===== src/rtl/uart_rx_if.sv =====
`default_nettype none
// ============================================================================
//  Module   : uart_rx_if
//  Purpose  : Serial line input and byte valid/ready handshake of uart_rx.
//  Revision : 1.0  initial release
// ============================================================================
interface uart_rx_if;
    logic       rx;
    logic       rx_ready;
    logic [7:0] data_out;
    logic       rx_valid;
    logic       frame_err;
    logic       overrun;
    logic       busy;

    // master: the receiver producing bytes; slave: line driver and byte consumer
    modport master (
        input  rx,
        input  rx_ready,
        output data_out,
        output rx_valid,
        output frame_err,
        output overrun,
        output busy
    );

    modport slave (
        output rx,
        output rx_ready,
        input  data_out,
        input  rx_valid,
        input  frame_err,
        input  overrun,
        input  busy
    );
endinterface
`default_nettype wire


===== src/rtl/uart_rx.sv =====
`default_nettype none
// ============================================================================
//  Module   : uart_rx
//  Purpose  : 8N1 UART receiver with internal oversample divider, mid-bit
//             sampling and valid/ready byte delivery with error pulses.
//  Revision : 1.0  initial release
// ============================================================================
module uart_rx #(
    parameter int CLK_FREQ   = 100_000_000,
    parameter int BAUD_RATE  = 2400,
    parameter int OVERSAMPLE = 16
) (
    input wire        clk,
    input wire        srst_n,
    uart_rx_if.master bus
);

    localparam int c_DIV   = CLK_FREQ / (BAUD_RATE * OVERSAMPLE);
    localparam int c_DIV_W = (c_DIV > 1) ? $clog2(c_DIV) : 1;
    localparam int c_OS_W  = $clog2(OVERSAMPLE);

    localparam logic [c_DIV_W-1:0] c_DIV_LAST = c_DIV_W'(c_DIV - 1);
    localparam logic [c_OS_W-1:0]  c_OS_LAST  = c_OS_W'(OVERSAMPLE - 1);
    localparam logic [c_OS_W-1:0]  c_OS_MID   = c_OS_W'(OVERSAMPLE / 2 - 1);
    localparam logic [c_OS_W-1:0]  c_OS_ONE   = c_OS_W'(1);

    localparam logic [2:0] S_IDLE    = 3'd0;
    localparam logic [2:0] S_START   = 3'd1;
    localparam logic [2:0] S_DATA    = 3'd2;
    localparam logic [2:0] S_STOP    = 3'd3;
    localparam logic [2:0] S_WAIT_HI = 3'd4;

    logic                r_rx_meta;
    logic                r_rx_s;
    logic [c_DIV_W-1:0]  r_div_cnt;
    logic [c_OS_W-1:0]   r_os_cnt;
    logic [2:0]          r_bit_idx;
    logic [7:0]          r_shift;
    logic [2:0]          r_state;
    logic [7:0]          r_data_out;
    logic                r_rx_valid;
    logic                r_frame_err;
    logic                r_overrun;

    logic                w_os_tick;
    logic [2:0]          w_state_nxt;
    logic [c_OS_W-1:0]   w_os_nxt;
    logic [2:0]          w_bit_nxt;
    logic [7:0]          w_shift_nxt;
    logic                w_div_clr;
    logic                w_deliver;
    logic                w_frame_err;

    assign w_os_tick = (r_div_cnt == c_DIV_LAST);

    // Line synchroniser and free-running oversample divider
    always_ff @(posedge clk or negedge srst_n) begin
        if (!srst_n) begin
            r_rx_meta <= 1'b1;
            r_rx_s    <= 1'b1;
            r_div_cnt <= '0;
        end else begin
            r_rx_meta <= bus.rx;
            r_rx_s    <= r_rx_meta;
            if (w_div_clr || w_os_tick) begin
                r_div_cnt <= '0;
            end else begin
                r_div_cnt <= r_div_cnt + c_DIV_W'(1);
            end
        end
    end

    always_ff @(posedge clk or negedge srst_n) begin
        if (!srst_n) begin
            r_state   <= S_IDLE;
            r_os_cnt  <= '0;
            r_bit_idx <= '0;
            r_shift   <= '0;
        end else begin
            r_state   <= w_state_nxt;
            r_os_cnt  <= w_os_nxt;
            r_bit_idx <= w_bit_nxt;
            r_shift   <= w_shift_nxt;
        end
    end

    always_comb begin
        w_state_nxt = r_state;
        w_os_nxt    = r_os_cnt;
        w_bit_nxt   = r_bit_idx;
        w_shift_nxt = r_shift;
        w_div_clr   = 1'b0;
        w_deliver   = 1'b0;
        w_frame_err = 1'b0;
        case (r_state)
            S_IDLE: begin
                if (!r_rx_s) begin
                    w_state_nxt = S_START;
                    w_os_nxt    = '0;
                    w_div_clr   = 1'b1;
                end
            end
            S_START: begin
                if (w_os_tick) begin
                    if (r_os_cnt == c_OS_MID) begin
                        // A start bit that is high again by mid-bit is a glitch
                        w_state_nxt = r_rx_s ? S_IDLE : S_DATA;
                        w_os_nxt    = '0;
                        w_bit_nxt   = '0;
                    end else begin
                        w_os_nxt = r_os_cnt + c_OS_ONE;
                    end
                end
            end
            S_DATA: begin
                if (w_os_tick) begin
                    if (r_os_cnt == c_OS_LAST) begin
                        w_os_nxt               = '0;
                        w_shift_nxt[r_bit_idx] = r_rx_s;
                        if (r_bit_idx == 3'd7) begin
                            w_state_nxt = S_STOP;
                        end else begin
                            w_bit_nxt = r_bit_idx + 3'd1;
                        end
                    end else begin
                        w_os_nxt = r_os_cnt + c_OS_ONE;
                    end
                end
            end
            S_STOP: begin
                if (w_os_tick) begin
                    if (r_os_cnt == c_OS_LAST) begin
                        w_os_nxt = '0;
                        if (r_rx_s) begin
                            w_deliver   = 1'b1;
                            w_state_nxt = S_IDLE;
                        end else begin
                            w_frame_err = 1'b1;
                            w_state_nxt = S_WAIT_HI;
                        end
                    end else begin
                        w_os_nxt = r_os_cnt + c_OS_ONE;
                    end
                end
            end
            S_WAIT_HI: begin
                // A break must end before a new start edge can be recognised
                if (r_rx_s) begin
                    w_state_nxt = S_IDLE;
                end
            end
            default: begin
                w_state_nxt = S_IDLE;
            end
        endcase
    end

    // Byte delivery, handshake and error pulses
    always_ff @(posedge clk or negedge srst_n) begin
        if (!srst_n) begin
            r_data_out  <= '0;
            r_rx_valid  <= 1'b0;
            r_frame_err <= 1'b0;
            r_overrun   <= 1'b0;
        end else begin
            r_frame_err <= w_frame_err;
            r_overrun   <= w_deliver && r_rx_valid && !bus.rx_ready;
            if (w_deliver && (!r_rx_valid || bus.rx_ready)) begin
                r_data_out <= r_shift;
                r_rx_valid <= 1'b1;
            end else if (r_rx_valid && bus.rx_ready) begin
                r_rx_valid <= 1'b0;
            end
        end
    end

    assign bus.data_out  = r_data_out;
    assign bus.rx_valid  = r_rx_valid;
    assign bus.frame_err = r_frame_err;
    assign bus.overrun   = r_overrun;
    assign bus.busy      = (r_state != S_IDLE);

endmodule
`default_nettype wire


===== src/flat_wrapper.sv =====
// flat-port wrapper written by rule: the top's interface ports become plain ports
module uart_rx_flat 
#(
    parameter int CLK_FREQ   = 100_000_000,
    parameter int BAUD_RATE  = 2400,
    parameter int OVERSAMPLE = 16
)
  (clk, srst_n, bus_rx, bus_rx_ready, bus_data_out, bus_rx_valid, bus_frame_err, bus_overrun, bus_busy);
  uart_rx_if bus_i ();
  input wire clk;
  input wire srst_n;
  input wire logic [$bits(bus_i.rx)-1:0] bus_rx;
  input wire logic [$bits(bus_i.rx_ready)-1:0] bus_rx_ready;
  output wire logic [$bits(bus_i.data_out)-1:0] bus_data_out;
  output wire logic [$bits(bus_i.rx_valid)-1:0] bus_rx_valid;
  output wire logic [$bits(bus_i.frame_err)-1:0] bus_frame_err;
  output wire logic [$bits(bus_i.overrun)-1:0] bus_overrun;
  output wire logic [$bits(bus_i.busy)-1:0] bus_busy;
  assign bus_i.rx = bus_rx;
  assign bus_i.rx_ready = bus_rx_ready;
  assign bus_data_out = bus_i.data_out;
  assign bus_rx_valid = bus_i.rx_valid;
  assign bus_frame_err = bus_i.frame_err;
  assign bus_overrun = bus_i.overrun;
  assign bus_busy = bus_i.busy;
  uart_rx #(.CLK_FREQ(CLK_FREQ), .BAUD_RATE(BAUD_RATE), .OVERSAMPLE(OVERSAMPLE)) u_core (.clk(clk), .srst_n(srst_n), .bus(bus_i));
endmodule

===== config.mk =====
export PLATFORM = sky130hd
export DESIGN_NAME = uart_rx_flat
export DESIGN_NICKNAME = d
export VERILOG_FILES = /design/src/rtl/uart_rx_if.sv /design/src/rtl/uart_rx.sv /design/src/flat_wrapper.sv
export SDC_FILE = /design/constraint.sdc
export NUM_CORES = 1
export LEC_CHECK = 0
export ABC_AREA = 1
export BUFFER_PORTS_ARGS = -buffer_cell sky130_fd_sc_hd__buf_2
export CAP_MARGIN = 15
export CELL_PAD_IN_SITES_DETAIL_PLACEMENT = 1
export CELL_PAD_IN_SITES_GLOBAL_PLACEMENT = 1
export CORE_MARGIN = 4
export CORE_UTILIZATION = 45
export CTS_CLUSTER_DIAMETER = 40
export DETAILED_ROUTE_END_ITERATION = 6
export PLACE_DENSITY_LB_ADDON = 0.1
export SYNTH_ARGS = -nofsm -noshare
export SYNTH_HDL_FRONTEND = slang
export SYNTH_SLANG_ARGS = --single-unit

===== constraint.sdc =====
create_clock -name clk -period 1.73 [get_ports clk]
set_input_delay 0.346 -clock clk [delete_from_list [all_inputs] [get_ports clk]]
set_output_delay 0.346 -clock clk [all_outputs]
set_load 0.02 [all_outputs]

* Yosys cells after proc, flatten, opt, wreduce, memory -nomap -nowiden
Cells that the tools add are included.
** Cells by class
- $add $sub $neg :: 3
- Order comparisons :: 2
- Eq/ne operators :: 19
- Mux-type cells :: 39
- Reductions and logical operators :: 19
** Operator list (count)
- $mux W3 :: 15
- $mux W4 :: 5
- $ne A2 B1 Y1 const B :: 9
- $pmux W3 S5 :: 1
- $add A12 B1 Y12 const B :: 1
- $eq A12 B12 Y1 const B :: 1
- $mux W1 :: 12
- $mux W12 :: 1
- $pmux W4 S3 :: 1
- $reduce_and A9 Y1 :: 1
- $bwmux W8 :: 1
- $eq A3 B2 Y1 const B :: 2
- $eq A3 B3 Y1 const B :: 2
- $pmux W3 S2 :: 1
- $reduce_and A6 Y1 :: 1
- $reduce_bool A3 Y1 :: 2
- $logic_and A1 B1 Y1 :: 5
- $add A4 B1 Y4 const B :: 1
- $eq A4 B3 Y1 const B :: 1
- $eq A4 B4 Y1 const B :: 1
- $lt A3 B4 Y1 const B :: 1
- $ne A2 B2 Y1 const B :: 2
- $reduce_and A4 Y1 :: 1
- $reduce_bool A2 Y1 :: 2
- other kinds (10) :: 12
** Word-level totals
- Register bits after elaboration :: 43
- Output and inout port bits :: 12
- Logic and storage cells :: 93

* Depth between registers and ports, before layout
- Depth after elaboration :: 6
- Depth in mapped cells :: 11

* Worst setup path after synthesis
OpenSTA, ideal clock, no wires.
- Path type :: reg-to-reg
- Start :: register u_core.r_state[1]
- End :: register u_core.r_div_cnt[9]
- Library setup time :: 0.128 ns
- Data arrival time :: 1.305 ns
- Path slack :: 0.297 ns
- Stages on the path, launching flop included :: 7
- Period minus slack after synthesis :: 1.433 ns
- Cell sequence :: dfrtp_1 nor2_1 nand2_1 o21ai_4 inv_1 o21ai_0 a21oi_1
** On the way
- Cells in the longest elaborated chain, start to end :: 4
** Ends and longest elaborated chain
- from (decl) :: line uart_rx.sv:39 : logic [2:0] r_state;
- from (signal assigned) :: line uart_rx.sv:80 : r_state <= w_state_nxt;
- $logic_not A3 Y1 :: line uart_rx.sv:95 : case (r_state)
- $mux W1 :: line uart_rx.sv:95
- $logic_or A1 B1 Y1 :: line uart_rx.sv:65 : if (w_div_clr || w_os_tick) begin
- $mux W12 :: line uart_rx.sv:65
- to (signal assigned) :: line uart_rx.sv:68 : r_div_cnt <= r_div_cnt + c_DIV_W'(1);
- to (decl) :: line uart_rx.sv:35 : logic [c_DIV_W-1:0] r_div_cnt;
No other way between the ends.
A chain may end at the register's enable or synchronous reset.

* Final worst setup path
- Start :: register u_core.r_state[1]
- End :: output port bus_busy
** On the way
- Cells in the longest elaborated chain, start to end :: 1
** Ends and longest elaborated chain
- $reduce_bool A3 Y1 :: line uart_rx.sv:181 : assign bus.busy = (r_state != S_IDLE);
- to (decl) :: line flat_wrapper.sv:18 : output wire logic [$bits(bus_i.busy)-1:0] bus_busy;
No other way between the ends.

==> run summary <==
status = completed
Clock Skew = 0.0104 ns
Stages on worst setup path = 3
CP bufs+invs = 1
cell family with most CP delay = flip-flops
r2r worst-path depth = 11
Post-Place Setup Slack = 0.0962 ns
Post-Syn Area = 2210 sq um
max incr delay on CP = 0.49 ns
First-pass DRT Iterations = 4
CTS tree = built
measured slew at the worst slew-check pin = 0.360 ns
Async S/R FF share, synth = 100%
CP Capture Point = bus_busy
Area Growth Syn to Fin = 17.2%
H-tree Lvls = 2
Ys Warns = 0
starting density of the core = 46.8%
Required @ worst endpoint = 1.38 ns
gr usage total = 18.4%
clk sinks = 43
vias in the first global route = 1925
Die ar. = 6090 sq um
DP HPWL = 3660 um
Setup WS post-layout = 0.0745 ns
cells along the critical path = nor2_1, nand2_1, buf_2
Post-synth EDFFs = 0
kind of end point of the critical path = output port
routed vias/inst = 5.00
Final period util = 95.7%
worst hold path class = in2async
first-pass GRT wire length = 8980 um
Yosys cell types = 31
CP Launch Point = u_core.r_state[1]
Final nets = 309
largest net degree at the start of global routing = 44
CTS max path bufs = 2
CP Class = reg2out
commonest non-fill, non-tap cell in the layout = nand2_1
Slew HR = 75.8%
initial antenna violation count = 0
fmax = 604 MHz
Tot Pwr = 1.85 mW
Vias = 1846
Max-cap violations = 0
Hold WS = 0.0199 ns
Skew-Pair Late Insertion Delay = 0.29 ns
post-synthesis sequential area ratio = 48.8%
IO buf count = 15
Top FF cell, synth = dfrtp_1
DRT iter0 DRCs = 62
post-detailed-route wirelength per cell = 13.5 um
Syn Nets = 279
Std-Cell Rows = 25
GRT overflow = 0
Peak VDD IR = 0.356 mV
Final Util = 54.8%
Worst EP arrival = 1.31 ns
Slew Limit Fails = 0
Die Span X = 78.1 um
# IOs = 16
Crit-path slowest cell = dfrtp_1
register-to-register path setup slack = 0.15 ns
DRC Markers = 0
GPL Wtd Cong = 0.797
final hold vios = 0
# setup viols final = 0
commonest cells after routing, fill and taps aside = nand2_1 (78), dfrtp_1 (41), inv_1 (34)
syn avg cell area = 8.15 sq um
clock slew seen by the registers of the worst setup and hold paths = 0.08 ns
CTS buffer count = 5
Inserted Diodes = 0
core area = 4720 sq um
remaining antenna violation count after routing = 0
synthesized flop and latch total = 43
clk root buf = clkbuf_8
Routed WL = 4980 um
CP Max Fanout = 8
Die Y = 78.1 um
FF-to-FF End = u_core.bus.data_out[0]
Final TNS setup = 0 ns
Pwr Density = 716 nW/um^2
P_leak = 1.38 nW
startpoint types = register
layout cells sized above 1 = 18.5%
Syn Inst Count = 271
Period minus WS final = 1.66 ns
r2r startpoint = u_core.r_div_cnt[0]
## flip-flops by register name, indices dropped and copies added (netlist names)
signal and flops:
u_core.r_shift 8, u_core.bus.rx_valid 1, u_core.r_rx_s 1, u_core.r_bit_idx 3, u_core.bus.overrun 1, u_core.r_state 3
u_core.bus.frame_err 1, u_core.r_div_cnt 12, u_core.r_rx_meta 1, u_core.r_os_cnt 4, u_core.bus.data_out 8
## layout make-up
type | count | area, sq um
inverter | 36 | 135
multi-input combinational | 191 | 1020
clock buffer | 6 | 82.6
fill | 583 | 2130
sequential | 43 | 1080
timing repair buffer | 24 | 155
tap | 67 | 83.8
clock inverter | 2 | 35.0
## kinds of logic (layout without fill, tap and decap cells)
| kind of cell | after synthesis | in the layout | share of synthesized area [%] |
|---|---|---|---|
| buffers and inverters | 37 | 68 | 6.63 |
| DFF | 43 | 43 | 48.8 |
| xor gates and xnor gates | 4 | 4 | 1.59 |
| and+or+nand+nor | 151 | 151 | 32.6 |
| adders and majority gates | 4 | 4 | 2.27 |
| AOI/OAI and AO/OA | 32 | 32 | 8.05 |
## worst register-to-register path: stages, from the launching register on
cell and delay (ns):
dfrtp_1 0.39, ha_2 0.22, nand2_1 0.06, inv_1 0.07, nand2_1 0.07, inv_1 0.09, nand3b_4 0.12, nor2_4 0.12
nand2_4 0.08, nor2_8 0.15, nand2_1 0.08, nand2_1 0.07
## how the worst min path moves through the flow
| stage | endpoint | slack [ns] | depth (start not counted) |
|---|---|---|---|
| after floorplan | u_core.bus.data_out[0] | 0.05 | 0 |
| after global placement | u_core.r_bit_idx[2] | 0.34 | 2 |
| after detailed placement | u_core.r_bit_idx[2] | 0.34 | 2 |
| after CTS | u_core.r_state[0] | 0.02 | 2 |
| after global routing | u_core.r_state[0] | 0.03 | 2 |
| final | u_core.r_state[0] | 0.02 | 2 |
## routing by layer
layer / vias up / wire [um] / global-route usage [%]
met4: 0 / 38 / 4.72
met5: - / 0 / 0
met3: 4 / 124 / 3.78
met1: 907 / 2340 / 23.2
li1: 916 / - / -
met2: 19 / 2480 / 32.4
## power by group
group / total, mW / switching, mW / leakage, nW / internal (mW)
combinational: 0.0343 / 0.0252 / 0.744 / 0.00909
clock: 0.809 / 0.342 / 0.0612 / 0.467
sequential: 1.01 / 0.00314 / 0.579 / 1.01
## Yosys cell counts (2+ instances only)
cell type / n / share of area [%]
nand2_1: 78 / 13
dfrtp_1: 41 / 46
inv_1: 35 / 5.9
nor2_1: 32 / 5.4
nand3_1: 23 / 5.2
o21ai_0: 12 / 2.7
o21ai_1: 10 / 2.3
a21oi_1: 7 / 1.6
ha_1: 4 / 2.3
xor2_1: 3 / 1.2
dfstp_2: 2 / 2.4
nand3_2: 2 / 0.91
nor2_2: 2 / 0.57
nor2_4: 2 / 1.0
nor3_1: 2 / 0.45
## repair_timing
| item | 4_1_cts | 5_1_grt |
|---|---|---|
| gates resized for setup | 0 | 10 |
| endpoints found under the setup margin | 0 | 26 |
| setup buffers | 0 | 3 |
| hold buffers | 0 | 0 |
## metrics by stage
step                      instance area [sq um]  instances
after floorplan                            2210        271
after global placement                     2410        358
after detailed placement                   2410        358
after CTS                                  2530        366
after global routing                       2590        369
final                                      2590        369
No activity file was read; power rests on OpenSTA's default activity.
